## config.mk

```make
export PLATFORM = sky130hd
export DESIGN_NAME = mem_arbiter
export DESIGN_NICKNAME = d
export VERILOG_FILES = /design/src/rtl/mem_arbiter.sv
export SDC_FILE = /design/constraint.sdc
export NUM_CORES = 1
export LEC_CHECK = 0
export BUFFER_PORTS_ARGS = -buffer_cell sky130_fd_sc_hd__buf_2
export CORE_AREA = 5 5 90 92
export CTS_BUF_LIST = sky130_fd_sc_hd__clkbuf_8
export CTS_CLUSTER_DIAMETER = 40
export CTS_CLUSTER_SIZE = 28
export DETAILED_ROUTE_END_ITERATION = 10
export DIE_AREA = 0 0 95 97
export SYNTH_ARGS = -nofsm -noshare
export SYNTH_HDL_FRONTEND = slang
export SYNTH_SLANG_ARGS = --single-unit
```

## constraint.sdc

```tcl
create_clock -name CLK -period 1.2 [get_ports CLK]
set_input_delay 0.12 -clock CLK [delete_from_list [all_inputs] [get_ports CLK]]
set_output_delay 0.12 -clock CLK [all_outputs]
set_load 0.01 [all_outputs]
```

## src/rtl/mem_arbiter.sv

```systemverilog
// Two-port (instruction fetch / data) arbiter in front of one single-port SRAM.
// Optional starvation guard for the instruction port: define ARB_FAIRNESS_EN.
module mem_arbiter #(
  parameter int AW         = 10,
  parameter int STARVE_MAX = 4
) (
  input  logic          CLK,
  input  logic          RST,
  input  logic          IREQ,
  input  logic [29:0]   IADDR,
  output logic          IGNT,
  output logic          IVALID,
  output logic [31:0]   INSTR,
  input  logic          DREQ,
  input  logic          DRW,
  input  logic [29:0]   DADDR,
  input  logic [31:0]   DWDATA,
  output logic          DGNT,
  output logic          DVALID,
  output logic [31:0]   DRDATA,
  output logic          M_CSN,
  output logic          M_WEN,
  output logic [AW-1:0] M_A,
  output logic [31:0]   M_DI,
  input  logic [31:0]   M_DOUT
);

  typedef enum logic [1:0] {TAG_NONE, TAG_I_RD, TAG_D_RD, TAG_D_WR} tag_t;

  tag_t tag_reg, tag_next;
  logic force_i;

  // Only the word-address slice reaches the SRAM; the rest wraps.
  logic unused_addr_bits;
  assign unused_addr_bits = ^{IADDR[29:AW+2], IADDR[1:0], DADDR[29:AW+2], DADDR[1:0]};

`ifdef ARB_FAIRNESS_EN
  logic [3:0] starve_reg, starve_next;

  assign force_i = (starve_reg == 4'(STARVE_MAX));

  always_comb begin
    starve_next = starve_reg;
    if (!IREQ || IGNT)
      starve_next = 4'd0;
    else if (starve_reg != 4'(STARVE_MAX))
      starve_next = starve_reg + 4'd1;
  end

  always_ff @(posedge CLK) begin
    if (RST)
      starve_reg <= 4'd0;
    else
      starve_reg <= starve_next;
  end
`else
  assign force_i = 1'b0;
`endif

  always_comb begin
    IGNT     = 1'b0;
    DGNT     = 1'b0;
    M_CSN    = 1'b1;
    M_WEN    = 1'b1;
    M_A      = '0;
    M_DI     = 32'd0;
    tag_next = TAG_NONE;
    if (!RST) begin
      // Data wins ties unless the instruction port has hit its starvation limit.
      if (DREQ && !(IREQ && force_i))
        DGNT = 1'b1;
      else if (IREQ)
        IGNT = 1'b1;
    end
    if (DGNT) begin
      M_CSN    = 1'b0;
      M_WEN    = ~DRW;
      M_A      = DADDR[AW+1:2];
      M_DI     = DWDATA;
      tag_next = DRW ? TAG_D_WR : TAG_D_RD;
    end else if (IGNT) begin
      M_CSN    = 1'b0;
      M_A      = IADDR[AW+1:2];
      tag_next = TAG_I_RD;
    end
  end

  always_ff @(posedge CLK) begin
    if (RST)
      tag_reg <= TAG_NONE;
    else
      tag_reg <= tag_next;
  end

  // Gating with RST drops the in-flight response in the cycle reset rises.
  always_comb begin
    IVALID = !RST && (tag_reg == TAG_I_RD);
    DVALID = !RST && ((tag_reg == TAG_D_RD) || (tag_reg == TAG_D_WR));
    INSTR  = IVALID ? M_DOUT : 32'd0;
    DRDATA = (!RST && (tag_reg == TAG_D_RD)) ? M_DOUT : 32'd0;
  end

endmodule

```

==> results.toml <==
[routing]
drtIter0Drc = 18
via_count = 1712
vias_per_cell = 3.93
wl_per_cell_um = 13.9
dr.pass1.iters = 4
antenna_left = 0
drc = 0
drt-total-wl_um = 6050

[critical_path]
arrival_ns = 1.24
end_kind = "output port"
start_kind = "flip-flop"
crit_family = "simple AND/OR/NAND/NOR gates"
critPathMaxFanout = 16
crit_buf_inv = 2
path_depth = 4
cp_cell_sequence = "nor3b_4 > buf_6 > and2_1 > buf_2"
worst_ep_required_time_ns = 1.08
worst_path_max_delay_cell = "dfxtp_4"
worstSetupPathType = "flip-flop to output port"
max_stage_delay_ns = 0.35

[pwr]
p_leak_nw = 1.46
p_per_area_nw_per_um2 = 408
ir_drop_mv = 0.181

[synthesis]
synth_cells = 132
synthesis.area_um2 = 907
yosys_warnings = 0
synth_top_area_cell = "and2_1"
ys_types = 15
syn_nets = 261
synth_top_area_share_pct = 66.9
avgSynthCellArea_um2 = 6.87
synthTopCellsByArea = "and2_1, a32o_1, dfxtp_1, buf_2, clkbuf_2"
synth.ff_latch_count = 2
yosysSeqAreaShare_pct = 4.41

[clocking]
clockBufferDepth = 2
cts.clk_slew.worst_paths_ns = 0.03
cts_htree_levels = 1
numCtsBuffers = 3
cts_sinks = 2
cts_tree = "done"
cts_root_buf = "clkbuf_8"

[die]
ios = 241
die-area_um2 = 9220
initial_core_util_pct = 12.7
core_area_um2 = 7140
die_w_um = 95
die_h_um = 97
rows = 31

[cells_and_area]
drive_gt1_share_pct = 69.1
area_growth_pct = 157
antennaDiodeCount = 0
nets = 468
layout_common_cells = "buf_2, and2_1, buf_6"
post-route-util_pct = 32.6
largest_reg_flops = 2
final_common_cell = "buf_2"

[worst_hold_path]
hold_depth = 3
min_path_type = "input pin to flip-flop"
hold_end = "tag_reg[0]$_SDFF_PP0_"
holdCritStartpoint = "DRW"

[grt]
grt_usage_pct = 10.3
overflow = 0
grt_pass1_wl_um = 7880
antenna_found_initial = 0
grt_pass1_vias = 1694
grt_max_degree = 45

[placement]
gp_congestion = 0.747
port_buffers = 200
hpwl_um = 4700

[sta]
holdWs_ns = 0.206
clock.fmax_ghz = 0.736
min_period_ns = 1.36
relSlewSlack_pct = 67.5
finalSetupViolations = 66
tightest_slew_ns = 0.487
rsz0062_at_grt = "yes"
setup_slack_ns = -0.158
min_period_over_period_pct = 113
drv_slew = 0
hold_violations = 0

[run_status]
outcome = "complete, but fails checks"
violations = "setup timing"

[flow_run]
cap_violations = 0
cell usage after synthesis:
| cell | instances |
|---|---|
| o21bai_1 | 1 |
| clkbuf_2 | 5 |
| dfxtp_1 | 2 |
| nor2_1 | 2 |
| a32o_1 | 10 |
| nor3b_4 | 1 |
| buf_2 | 5 |
| clkbuf_1 | 1 |
| mux2i_1 | 1 |
| nand2_1 | 1 |
| nor3b_2 | 1 |
| buf_6 | 2 |
| and2_1 | 97 |
| and2b_1 | 2 |
| nor2b_2 | 1 |
stage by stage:
stage / area (um2) / std cells / setup TNS [ns] / worst slack, ns / power [mW]
2_1_floorplan: 907 / 132 / 0 / 0.113 / 0.296
3_3_place_gp: 2040 / 424 / -0.986 / -0.105 / 0.591
3_5_place_dp: 2040 / 424 / -1.26 / -0.127 / 0.600
4_1_cts: 2130 / 430 / -10.98 / -0.215 / 0.889
5_1_grt: 2330 / 436 / -13.60 / -0.241 / 1.03
6_report: 2330 / 436 / -8.67 / -0.158 / 0.950
worst max path at each step:
stage	startpoint	end	slack, ns
after floorplan	tag_reg[1]$_SDFF_PP0_	DRDATA[10]	0.11
after global placement	RST	M_A[6]	-0.11
after detailed placement	RST	M_A[3]	-0.13
after CTS	tag_reg[1]$_SDFF_PP0_	DRDATA[0]	-0.22
after global routing	tag_reg[1]$_SDFF_PP0_	DRDATA[30]	-0.24
final	tag_reg[1]$_SDFF_PP0_	DRDATA[10]	-0.16
final cells by class:
class	count	area, um2
clock buffers	3	41.3
fillers	818	4810
multi-input cells	117	827
flip-flops and latches	2	45.0
well taps	99	124
repair buffers	215	1290
layer usage:
metal	vias up	track usage [%]	share of wire, %	wire length (um)
met3	4	3.10	15	893
li1	828	-	-	-
met2	146	20.1	51	3070
met5	-	0	0	0
met1	734	10.4	34	2060
met4	0	2.22	0.55	33
repair_timing:
action,4_1_cts,5_1_grt
pin swaps,0,2
setup buffers,2,2
gates cloned,1,6
resized for setup,5,28
setup endpoints to repair,76,103
hold buffers,0,0
kinds of logic after synthesis:
group	after synthesis	synth area share, %
AND/OR/NAND/NOR	105	74.2
buffers and inverters	13	8.41
AO/OA/AOI/OAI	11	11.9
flip-flops	2	4.41
multiplexers	1	1.10
report_power, final:
part           leakage, nW  switching [mW]  internal [mW]  total, mW
Combinational         1.42           0.270          0.345      0.614
Clock               0.0216          0.0484          0.212      0.260
Sequential          0.0175         0.00428         0.0708     0.0751
Power figures use the tool's default switching activity.
